<file path="config.mk">
export PLATFORM = sky130hd
export DESIGN_NAME = pc_unit_flat
export DESIGN_NICKNAME = d
export VERILOG_FILES = /design/src/rtl/pc_unit_pkg.sv /design/src/rtl/pc_unit_if.sv /design/src/rtl/pc_unit_ret_stack.sv /design/src/rtl/pc_unit.sv /design/src/flat_wrapper.sv
export SDC_FILE = /design/constraint.sdc
export NUM_CORES = 1
export LEC_CHECK = 0
export ABC_AREA = 1
export ABC_CLOCK_PERIOD_IN_PS = 2900
export CAP_MARGIN = 20
export CORE_MARGIN = 2
export CORE_UTILIZATION = 59
export CTS_BUF_LIST = sky130_fd_sc_hd__clkbuf_8 sky130_fd_sc_hd__clkbuf_16
export DETAILED_ROUTE_END_ITERATION = 8
export PLACE_DENSITY = 0.81
export RECOVER_POWER = 25
export SLEW_MARGIN = 40
export SYNTH_ARGS = -nofsm -noshare
export SYNTH_HDL_FRONTEND = slang
export SYNTH_SLANG_ARGS = --single-unit
</file>
<file path="constraint.sdc">
create_clock -name clk -period 2.9 [get_ports clk]
set_input_delay 0.29 -clock clk [delete_from_list [all_inputs] [get_ports clk]]
set_output_delay 0.29 -clock clk [all_outputs]
set_load 0.01 [all_outputs]
</file>
<file path="src/rtl/pc_unit_pkg.sv">
// Shared defaults and the next-PC source encoding for the program-counter unit.
package pc_unit_pkg;

  localparam int unsigned PcWDef       = 16;
  localparam int unsigned JaddrWDef    = 12;
  localparam int unsigned OffWDef      = 8;
  localparam int unsigned StackDepthDef = 8;
  localparam int unsigned ResetPcDef   = 0;

  // Source of next_pc; also useful as a trace tag.
  typedef enum logic [2:0] {
    SelStall,
    SelInc,
    SelJump,
    SelBranch,
    SelCall,
    SelRet
  } pc_sel_e;

endpackage

</file>
<file path="src/rtl/pc_unit_if.sv">
// Decoder-side control/immediate bundle and PC/stack status returned to the fetch stage.
interface pc_unit_if
  import pc_unit_pkg::*;
#(
  parameter int unsigned PC_W    = PcWDef,
  parameter int unsigned JADDR_W = JaddrWDef,
  parameter int unsigned OFF_W   = OffWDef
);
  logic               stall;
  logic               jump_en;
  logic [JADDR_W-1:0] jump_addr;
  logic               branch_en;
  logic [OFF_W-1:0]   branch_off;
  logic               call_en;
  logic               ret_en;
  logic [PC_W-1:0]    pc;
  logic [PC_W-1:0]    next_pc;
  logic               stack_empty;
  logic               stack_full;
  logic               stack_err;

  modport master (
    output stall, jump_en, jump_addr, branch_en, branch_off, call_en, ret_en,
    input  pc, next_pc, stack_empty, stack_full, stack_err
  );

  modport slave (
    input  stall, jump_en, jump_addr, branch_en, branch_off, call_en, ret_en,
    output pc, next_pc, stack_empty, stack_full, stack_err
  );
endinterface

</file>
<file path="src/rtl/pc_unit_ret_stack.sv">
// LIFO return-address stack. Pushes when full and pops when empty are ignored;
// reset only clears the pointer, which is enough to discard the contents.
module pc_unit_ret_stack
  import pc_unit_pkg::*;
#(
  parameter int unsigned W     = PcWDef,
  parameter int unsigned DEPTH = StackDepthDef
) (
  input  logic         clk,
  input  logic         rst,
  input  logic         push,
  input  logic         pop,
  input  logic [W-1:0] din,
  output logic [W-1:0] dout,
  output logic         empty,
  output logic         full
);
  localparam int unsigned AW = $clog2(DEPTH);

  logic [W-1:0]  mem_q [DEPTH];
  logic [AW:0]   cnt_q, cnt_d;
  logic [AW-1:0] wr_idx, top_idx;
  logic          do_push, do_pop;

  assign wr_idx  = cnt_q[AW-1:0];
  // Modulo arithmetic on the low bits gives the top entry without a wider subtract.
  assign top_idx = wr_idx - AW'(1);
  assign empty   = (cnt_q == '0);
  assign full    = (cnt_q == (AW+1)'(DEPTH));
  assign do_push = push && !full;
  assign do_pop  = pop && !empty;
  assign dout    = mem_q[top_idx];

  always_comb begin
    cnt_d = cnt_q;
    if (do_pop) begin
      cnt_d = cnt_q - (AW+1)'(1);
    end else if (do_push) begin
      cnt_d = cnt_q + (AW+1)'(1);
    end
  end

  always_ff @(posedge clk) begin
    if (rst) begin
      cnt_q <= '0;
    end else begin
      cnt_q <= cnt_d;
    end
  end

  always_ff @(posedge clk) begin
    if (do_push) begin
      mem_q[wr_idx] <= din;
    end
  end

endmodule

</file>
<file path="src/rtl/pc_unit.sv">
// Program-counter register with prioritised next-PC select (ret > call > jump > branch > inc)
// and a sticky overflow/underflow flag for the return-address stack.
module pc_unit
  import pc_unit_pkg::*;
#(
  parameter int unsigned PC_W        = PcWDef,
  parameter int unsigned JADDR_W     = JaddrWDef,
  parameter int unsigned OFF_W       = OffWDef,
  parameter int unsigned STACK_DEPTH = StackDepthDef,
  parameter int unsigned RESET_PC    = ResetPcDef
) (
  input  logic      clk,
  input  logic      rst,
  pc_unit_if.slave  bus
);
  pc_sel_e         sel;
  logic [PC_W-1:0] pc_q, pc_d, pc_inc, jaddr_ext, off_ext, stack_top;
  logic            err_q, err_d;
  logic            push, pop, empty, full;

  assign pc_inc    = pc_q + PC_W'(1);
  assign jaddr_ext = PC_W'(bus.jump_addr);
  assign off_ext   = PC_W'($signed(bus.branch_off));

  always_comb begin
    sel = SelInc;
    if (bus.stall) begin
      sel = SelStall;
    end else if (bus.ret_en) begin
      sel = SelRet;
    end else if (bus.call_en) begin
      sel = SelCall;
    end else if (bus.jump_en) begin
      sel = SelJump;
    end else if (bus.branch_en) begin
      sel = SelBranch;
    end
  end

  always_comb begin
    pc_d  = pc_inc;
    push  = 1'b0;
    pop   = 1'b0;
    err_d = err_q;
    unique case (sel)
      SelStall:  pc_d = pc_q;
      SelRet: begin
        pop   = 1'b1;
        pc_d  = empty ? pc_inc : stack_top;
        err_d = err_q | empty;
      end
      SelCall: begin
        push  = 1'b1;
        pc_d  = jaddr_ext;
        err_d = err_q | full;
      end
      SelJump:   pc_d = jaddr_ext;
      SelBranch: pc_d = pc_q + off_ext;
      SelInc:    pc_d = pc_inc;
      default:   pc_d = pc_inc;
    endcase
    if (rst) begin
      pc_d = PC_W'(RESET_PC);
    end
  end

  always_ff @(posedge clk) begin
    if (rst) begin
      pc_q  <= PC_W'(RESET_PC);
      err_q <= 1'b0;
    end else begin
      pc_q  <= pc_d;
      err_q <= err_d;
    end
  end

  pc_unit_ret_stack #(
    .W     (PC_W),
    .DEPTH (STACK_DEPTH)
  ) u_ret_stack (
    .clk   (clk),
    .rst   (rst),
    .push  (push),
    .pop   (pop),
    .din   (pc_inc),
    .dout  (stack_top),
    .empty (empty),
    .full  (full)
  );

  assign bus.pc          = pc_q;
  assign bus.next_pc     = pc_d;
  assign bus.stack_empty = empty;
  assign bus.stack_full  = full;
  assign bus.stack_err   = err_q;

endmodule
</file>
<file path="src/flat_wrapper.sv">
// flat-port wrapper written by rule: the top's interface ports become plain ports
module pc_unit_flat import pc_unit_pkg::*;
#(
  parameter int unsigned PC_W        = PcWDef,
  parameter int unsigned JADDR_W     = JaddrWDef,
  parameter int unsigned OFF_W       = OffWDef,
  parameter int unsigned STACK_DEPTH = StackDepthDef,
  parameter int unsigned RESET_PC    = ResetPcDef
)
  (clk, rst, bus_stall, bus_jump_en, bus_jump_addr, bus_branch_en, bus_branch_off, bus_call_en, bus_ret_en, bus_pc, bus_next_pc, bus_stack_empty, bus_stack_full, bus_stack_err);
  pc_unit_if #(.PC_W(PC_W), .JADDR_W(JADDR_W), .OFF_W(OFF_W)) bus_i ();
  input  logic clk;
  input  logic rst;
  input wire logic [$bits(bus_i.stall)-1:0] bus_stall;
  input wire logic [$bits(bus_i.jump_en)-1:0] bus_jump_en;
  input wire logic [$bits(bus_i.jump_addr)-1:0] bus_jump_addr;
  input wire logic [$bits(bus_i.branch_en)-1:0] bus_branch_en;
  input wire logic [$bits(bus_i.branch_off)-1:0] bus_branch_off;
  input wire logic [$bits(bus_i.call_en)-1:0] bus_call_en;
  input wire logic [$bits(bus_i.ret_en)-1:0] bus_ret_en;
  output wire logic [$bits(bus_i.pc)-1:0] bus_pc;
  output wire logic [$bits(bus_i.next_pc)-1:0] bus_next_pc;
  output wire logic [$bits(bus_i.stack_empty)-1:0] bus_stack_empty;
  output wire logic [$bits(bus_i.stack_full)-1:0] bus_stack_full;
  output wire logic [$bits(bus_i.stack_err)-1:0] bus_stack_err;
  assign bus_i.stall = bus_stall;
  assign bus_i.jump_en = bus_jump_en;
  assign bus_i.jump_addr = bus_jump_addr;
  assign bus_i.branch_en = bus_branch_en;
  assign bus_i.branch_off = bus_branch_off;
  assign bus_i.call_en = bus_call_en;
  assign bus_i.ret_en = bus_ret_en;
  assign bus_pc = bus_i.pc;
  assign bus_next_pc = bus_i.next_pc;
  assign bus_stack_empty = bus_i.stack_empty;
  assign bus_stack_full = bus_i.stack_full;
  assign bus_stack_err = bus_i.stack_err;
  pc_unit #(.PC_W(PC_W), .JADDR_W(JADDR_W), .OFF_W(OFF_W), .STACK_DEPTH(STACK_DEPTH), .RESET_PC(RESET_PC)) u_core (.clk(clk), .rst(rst), .bus(bus_i));
endmodule
</file>
Word-level counts from Yosys, hierarchy flattened
Memory sizes are Yosys's and may differ from the RTL's.
Index checks and enable logic that the tools add are counted.

operators by class
  add/sub/neg operators = 5
  $mul = 0
  div/mod/pow operators = 0
  $lt $le $gt $ge = 0
  eq/ne operators = 5
  shift-type cells = 0
  mux-type cells = 15
  bitwise gates (word level) = 2
  reduce and logical (&&, ||, !) cells = 9

operator list
  cell                                              count
  case mux 16 bit (4 select lines)                  1
  2-to-1 mux 16 bit                                 2
  adder 16 x 1 -> 16 bit, second input constant     1
  adder 16 bit                                      1
  2-to-1 mux 3 bit                                  4
  2-to-1 mux 4 bit                                  2
  == test 3 x 2 -> 1 bit, second input constant     2
  == test 3 bit, second input constant              2
  adder 4 x 1 -> 4 bit, second input constant       1
  == test 4 bit, second input constant              1
  zero test 4 bit                                   1
  2-to-1 mux 1 bit                                  4
  nonzero test 2 bit                                2
  subtractor 4 x 1 -> 4 bit, second input constant  1
  zero test 3 bit                                   1
  subtractor 3 x 1 -> 3 bit, second input constant  1
  logical AND 1 bit                                 2
  zero test 1 bit                                   2
  2-to-1 mux 2 bit                                  1
  bitwise OR 1 bit                                  2
  case mux 1 bit (2 select lines)                   1
  OR reduction 2 bit                                1

storage, ports and cells
  register bits = 21
  bits in latches = 0
  RAM bits = 128
  bits in read-only memories = 0
  input port bits = 27
  output and inout bits = 35
  word-level logic and storage cells = 40
  memories = 1

memory list
  name                      words  bits a word  rd ports  clocked after Yosys merged registers in  wr ports  line                     source
  u_core.u_ret_stack.mem_q  8      16           1         0                                        1         pc_unit_ret_stack.sv:20  logic [W-1:0] mem_q [DEPTH];

Longest topological paths before layout
  depth after elaboration = 10
  mapped depth = 16
  gate-level depth less buffers = 15

Hierarchy
From an unflattened synthesis, not the netlist that was laid out.

second synthesis, totals
  cell total of the unflattened synthesis = 903
  area, all modules = 8,025.2 um2

by module, submodules not included
  module             times used  cells each  area an instance (um2)
  pc_unit_ret_stack  1           430         5,406.4
  pc_unit            1           473         2,618.8

Least setup slack after synthesis
No wires, ideal clock.

  path type = register to register
  start = register u_core.u_ret_stack.cnt_q[0]
  end = memory u_core.u_ret_stack.mem_q[0][0] (netlist name), enable pin
  data arrival time = 2,163 ps
  data required time = 2,512 ps
  slack = 349 ps
  cell stages (with the launch flop) = 10
  buffers on the path = 2
  period minus slack after synthesis = 2,551 ps
  path through = dfxtp_1 > inv_2 > buf_2 > buf_2 > ha_1 > nand3_1 > nand3_1 > inv_1 > nand2_1 > nor2_1

on the way
  longest elaborated chain between the ends = 5

RTL lines
  what                                    line                     source
  from (decl)                             pc_unit_ret_stack.sv:21  logic [AW:0] cnt_q, cnt_d;
  from (signal assigned)                  pc_unit_ret_stack.sv:47  cnt_q <= cnt_d;
  == test 4 bit                           pc_unit_ret_stack.sv:29  assign full = (cnt_q == (AW+1)'(DEPTH));
  zero test 1 bit                         pc_unit_ret_stack.sv:30  assign do_push = push && !full;
  logical AND 1 bit                       pc_unit_ret_stack.sv:30
  2-to-1 mux 1 bit                        pc_unit_ret_stack.sv:52  if (do_push) begin
  2-to-1 mux 1 bit (implied by the code)  pc_unit_ret_stack.sv:53  mem_q[wr_idx] <= din;
  to (decl)                               pc_unit_ret_stack.sv:20

Parallel ways exist; a longest one is shown, timed or not.

Final worst setup path
  start = register u_core.pc_q[0] (netlist: u_core.bus.pc[0])
  end = output port bus_next_pc[12]

on the way
  longest elaborated chain between the ends = 4
  elaborated cells on any way between the ends = 5

RTL lines
  what                                line                source
  from (decl)                         pc_unit.sv:17       logic [PC_W-1:0] pc_q, pc_d, pc_inc, jaddr_ext, off_ext, stack_top;
  from (signal assigned)              pc_unit.sv:69       pc_q <= PC_W'(RESET_PC);
  from (signal assigned)              pc_unit.sv:72       pc_q <= pc_d;
  adder 16 x 1 -> 16 bit              pc_unit.sv:21       assign pc_inc = pc_q + PC_W'(1);
  2-to-1 mux 16 bit                   pc_unit.sv:49       pc_d = empty ? pc_inc : stack_top;
  case mux 16 bit (4 select lines) *  pc_unit.sv:45       unique case (sel)
  2-to-1 mux 16 bit *                 pc_unit.sv:62       if (rst) begin
  to (decl)                           flat_wrapper.sv:22  output wire logic [$bits(bus_i.next_pc)-1:0] bus_next_pc;

Every way passes the cells marked *; elsewhere a longest branch is shown, timed or not.

==> metrics.txt <==
# TYPE chip_impl_metric gauge
chip_impl_metric{name="timing.critical_path.fanout_max",unit=""} 5
chip_impl_info{name="critical-path-slowest-cell",value="sky130_fd_sc_hd__dfxtp_4"} 1
chip_impl_metric{name="io_buffer_count",unit=""} 61
chip_impl_metric{name="place_hpwl",unit="µm"} 14700
chip_impl_metric{name="portion_of_the_post_synthesis_area_used_by_sequential_elements",unit="%"} 53.9
chip_impl_metric{name="detail_route.wirelength",unit="µm"} 22200
chip_impl_metric{name="cts_hold_repair.buffers",unit=""} 0
chip_impl_info{name="status",value="completed"} 1
chip_impl_metric{name="min_period_over_period",unit="%"} 96.6
chip_impl_metric{name="fp.dieH",unit="µm"} 120
chip_impl_info{name="end_kind",value="output port"} 1
chip_impl_metric{name="synth_enable_flop_cells",unit=""} 128
chip_impl_metric{name="numCtsBuffers",unit=""} 17
chip_impl_info{name="netlist_top_cells_area",value="sky130_fd_sc_hd__edfxtp_1 (49%), sky130_fd_sc_hd__nand2_1 (13%), sky130_fd_sc_hd__nand3_1 (7.8%), sky130_fd_sc_hd__dfxtp_1 (5.3%), sky130_fd_sc_hd__nor2_1 (5.3%)"} 1
chip_impl_metric{name="routed-via-count",unit=""} 7066
chip_impl_metric{name="drc",unit=""} 0
chip_impl_metric{name="global_route.usage.met1",unit="%"} 40.5
chip_impl_metric{name="fp.dieArea",unit="µm²"} 14400
chip_impl_metric{name="synth_top_cell_area_share",unit="%"} 48.5
chip_impl_metric{name="vdd_drop_max",unit="mV"} 0.525
chip_impl_metric{name="fin_skew",unit="ps"} 4.85
chip_impl_info{name="worst_path_most_repeated_cell",value="sky130_fd_sc_hd__nor2_1"} 1
chip_impl_metric{name="yosys.area_share.adder",unit="%"} 3.51
chip_impl_metric{name="synth_compound_gate_area_share",unit="%"} 5.83
chip_impl_metric{name="worstPathRequired",unit="ps"} 2610
chip_impl_metric{name="tightest_slew",unit="ps"} 613
chip_impl_metric{name="postSynthRegisterBits",unit=""} 149
chip_impl_metric{name="finalPower",unit="W"} 0.00607
chip_impl_metric{name="utilization",unit="%"} 76.7
chip_impl_metric{name="track_usage",unit="%"} 31.2
chip_impl_metric{name="dr.pass1.iters",unit=""} 6
chip_impl_info{name="synth_top_cell_by_area",value="sky130_fd_sc_hd__edfxtp_1"} 1
chip_impl_metric{name="grt_pass1_vias",unit=""} 6503
chip_impl_metric{name="yosys_warnings",unit=""} 0
chip_impl_metric{name="post_synth.cell_area_avg",unit="µm²"} 8.50
chip_impl_metric{name="yosys.cell_types.count",unit=""} 41
chip_impl_metric{name="routed_wire_length_per_instance",unit="µm"} 17.6
chip_impl_metric{name="postSynthCellCount",unit=""} 932
chip_impl_metric{name="synth_simple_gate_area_share",unit="%"} 28.5
chip_impl_metric{name="synth.area.mux_share",unit="%"} 0
chip_impl_metric{name="gr-usage-met2",unit="%"} 50.8
chip_impl_metric{name="period_minus_slack",unit="ps"} 2800
chip_impl_metric{name="fmax",unit="MHz"} 357
chip_impl_metric{name="global_route_wire_length_before_repair",unit="µm"} 33500
chip_impl_metric{name="final_max_slew_viol_count",unit=""} 0
chip_impl_metric{name="setup_ws",unit="ps"} 99.5
chip_impl_metric{name="fp.coreArea",unit="µm²"} 13200
chip_impl_metric{name="power.static_leakage",unit="nW"} 4.48
chip_impl_metric{name="die_width",unit="µm"} 120
chip_impl_info{name="ctsRootBufferMaster",value="sky130_fd_sc_hd__clkbuf_16"} 1
chip_impl_metric{name="worstPathArrival",unit="ps"} 2510
chip_impl_metric{name="timing.slew.headroom",unit="%"} 59.1
chip_impl_metric{name="row_count",unit=""} 42
chip_impl_metric{name="routabilityCongestion",unit=""} 0.961
chip_impl_metric{name="antenna_violations_before_repair",unit=""} 0
chip_impl_metric{name="stage_delay_of_the_slowest_cell_on_the_critical_path",unit="ps"} 370
chip_impl_info{name="synth_top_family_by_area",value="simple AND/OR/NAND/NOR gates"} 1
chip_impl_metric{name="powerDensity",unit="nW/µm²"} 600
chip_impl_metric{name="antenna_cells_inserted",unit=""} 0
chip_impl_metric{name="grt_overflow_total",unit=""} 0
chip_impl_metric{name="drive_gt1_share",unit="%"} 16.3
chip_impl_metric{name="finalNetCount",unit=""} 1119
chip_impl_info{name="grt_most_used_layer",value="met2"} 1
chip_impl_metric{name="cts_max_level",unit=""} 4
chip_impl_metric{name="setup_violators_final",unit=""} 0
chip_impl_metric{name="initial_core_util",unit="%"} 60.0
chip_impl_info{name="synth_flop_cell",value="sky130_fd_sc_hd__edfxtp_1"} 1
chip_impl_metric{name="place_ws",unit="ps"} -120
chip_impl_metric{name="drt-initial-drc-count",unit=""} 1061
chip_impl_info{name="crit_path_start_kind",value="register"} 1
chip_impl_metric{name="pin_count",unit=""} 62
chip_impl_metric{name="synth.cell_area",unit="µm²"} 7920
chip_impl_info{name="netlist_top_cells_count",value="sky130_fd_sc_hd__nand2_1 (272), sky130_fd_sc_hd__edfxtp_1 (128), sky130_fd_sc_hd__nand3_1 (123), sky130_fd_sc_hd__nor2_1 (111), sky130_fd_sc_hd__inv_1 (98)"} 1
chip_impl_metric{name="antenna_violating_nets_post_route",unit=""} 0
chip_impl_metric{name="numClockSinks",unit=""} 149
chip_impl_metric{name="cts.clk_slew.worst_paths",unit="ps"} 60
chip_impl_metric{name="post_drt_via_cell_ratio",unit=""} 5.61
chip_impl_metric{name="syn-num-nets",unit=""} 980
chip_impl_metric{name="worstSkewPairLatency",unit="ps"} 430
chip_impl_info{name="worst-setup-path-type",value="reg -> out"} 1
chip_impl_metric{name="largest_net_degree_at_the_start_of_global_routing",unit=""} 70
chip_impl_info{name="timing.critical_path.cells",value="ha_1 -> inv_1 -> fa_1 -> inv_2 -> nand3_2 -> nand3_4 -> nand3_1 -> nand3_1 -> nand2_1 -> nand2_1 -> nor2_1 -> nor2_1 -> nor2_1 -> dlygate4sd2_1"} 1
chip_impl_info{name="synth.most_common_cell",value="sky130_fd_sc_hd__nand2_1"} 1
chip_impl_metric{name="grt_util_met3",unit="%"} 7.46
chip_impl_metric{name="cts_buffer_depth",unit=""} 2
chip_impl_metric{name="post_synth_xor_area_fraction",unit="%"} 1.52
chip_impl_metric{name="hold_viol",unit=""} 0
chip_impl_info{name="tritoncts",value="yes"} 1
chip_impl_metric{name="asyncSetResetFlopFracSynth",unit="%"} 0
chip_impl_metric{name="area_delta_synth_final",unit="%"} 27.8
chip_impl_info{name="min_path_type",value="reg -> reg"} 1
chip_impl_metric{name="cap_violations",unit=""} 0
[registers in the layout, indices dropped and copies added (netlist names)]
name / cells
u_core.u_ret_stack.mem_q: 128
u_core.u_ret_stack.cnt_q: 4
u_core.bus.pc: 16
u_core.bus.stack_err: 1
[path summary, 6_finish.rpt]
path,start,to,slack (ps),cells past startpoint
max,u_core.bus.pc[0],bus_next_pc[12],100,14
min,u_core.bus.stack_err,u_core.bus.stack_err,480,1
max reg2reg,u_core.u_ret_stack.cnt_q[1],u_core.u_ret_stack.cnt_q[3],530,14
min reg2reg,u_core.bus.stack_err,u_core.bus.stack_err,480,1
[stage by stage]
| stage | cell area [µm²] | cells | TNS (ps) | hold slack, ps |
|---|---|---|---|---|
| 2_1_floorplan | 7920 | 932 | 0 | 362 |
| 6_report | 10100 | 1259 | 0 | 480 |
| 5_1_grt | 10100 | 1259 | -42.1 | 504 |
| 4_1_cts | 9990 | 1256 | -161 | 484 |
| 3_5_place_dp | 9240 | 1223 | -459 | 469 |
| 3_3_place_gp | 9240 | 1223 | -403 | 466 |
[where the power goes]
group / switching (W) / internal (W)
clock network: 0.000909 / 0.00127
registers: 0.0000571 / 0.00242
logic: 0.000846 / 0.000571
total: 0.00181 / 0.00426
[layer usage]
layer  share of wire, %  vias to the layer above
met5                  0                        -
met4                2.9                        0
met3                9.4                       57
met2                 49                      381
met1                 39                     3262
li1                   -                     3366
[cells by family after synthesis]
logic type,after synthesis
compound gates,85
buf+inv,134
flops,149
xor+xnor,12
simple gates,531
fa+ha+maj,21
[repair_timing]
action,4_1_cts,5_1_grt
pin swaps,2,5
gates resized for setup,42,36
buffers inserted,2,3
endpoints found under the setup margin,16,12
[critical path, delay by kind of cell (launching register included)]
kind | cells | cell delay, ps
buffers and inverters | 3 | 440
and+or+nand+nor | 9 | 750
DFF | 1 | 370
adders and majority gates | 2 | 540
[layout make-up]
| class | instances | area, µm² |
|---|---|---|
| flip-flops and latches | 149 | 4290 |
| multi-input cells | 649 | 3320 |
| fillers | 874 | 3070 |
| repair buffers | 147 | 1300 |
| clock buffers | 17 | 425 |
| inverters | 107 | 408 |
| well taps | 176 | 220 |
| clock inverters | 14 | 153 |
[cell usage in the layout, fill, tap and decap left out, types with 9 or more instances in the layout]
cell type and n:
sky130_fd_sc_hd__nand2_1 270, sky130_fd_sc_hd__edfxtp_1 128, sky130_fd_sc_hd__nand3_1 118, sky130_fd_sc_hd__nor2_1 107, sky130_fd_sc_hd__inv_1 96, sky130_fd_sc_hd__buf_4 75, sky130_fd_sc_hd__clkdlybuf4s50_1 44, sky130_fd_sc_hd__o21ai_0 38
sky130_fd_sc_hd__a21oi_1 29, sky130_fd_sc_hd__clkbuf_16 17, sky130_fd_sc_hd__dfxtp_2 11, sky130_fd_sc_hd__inv_2 9, sky130_fd_sc_hd__ha_1 9, sky130_fd_sc_hd__ha_4 9
No activity file was read; power rests on OpenSTA's default activity.
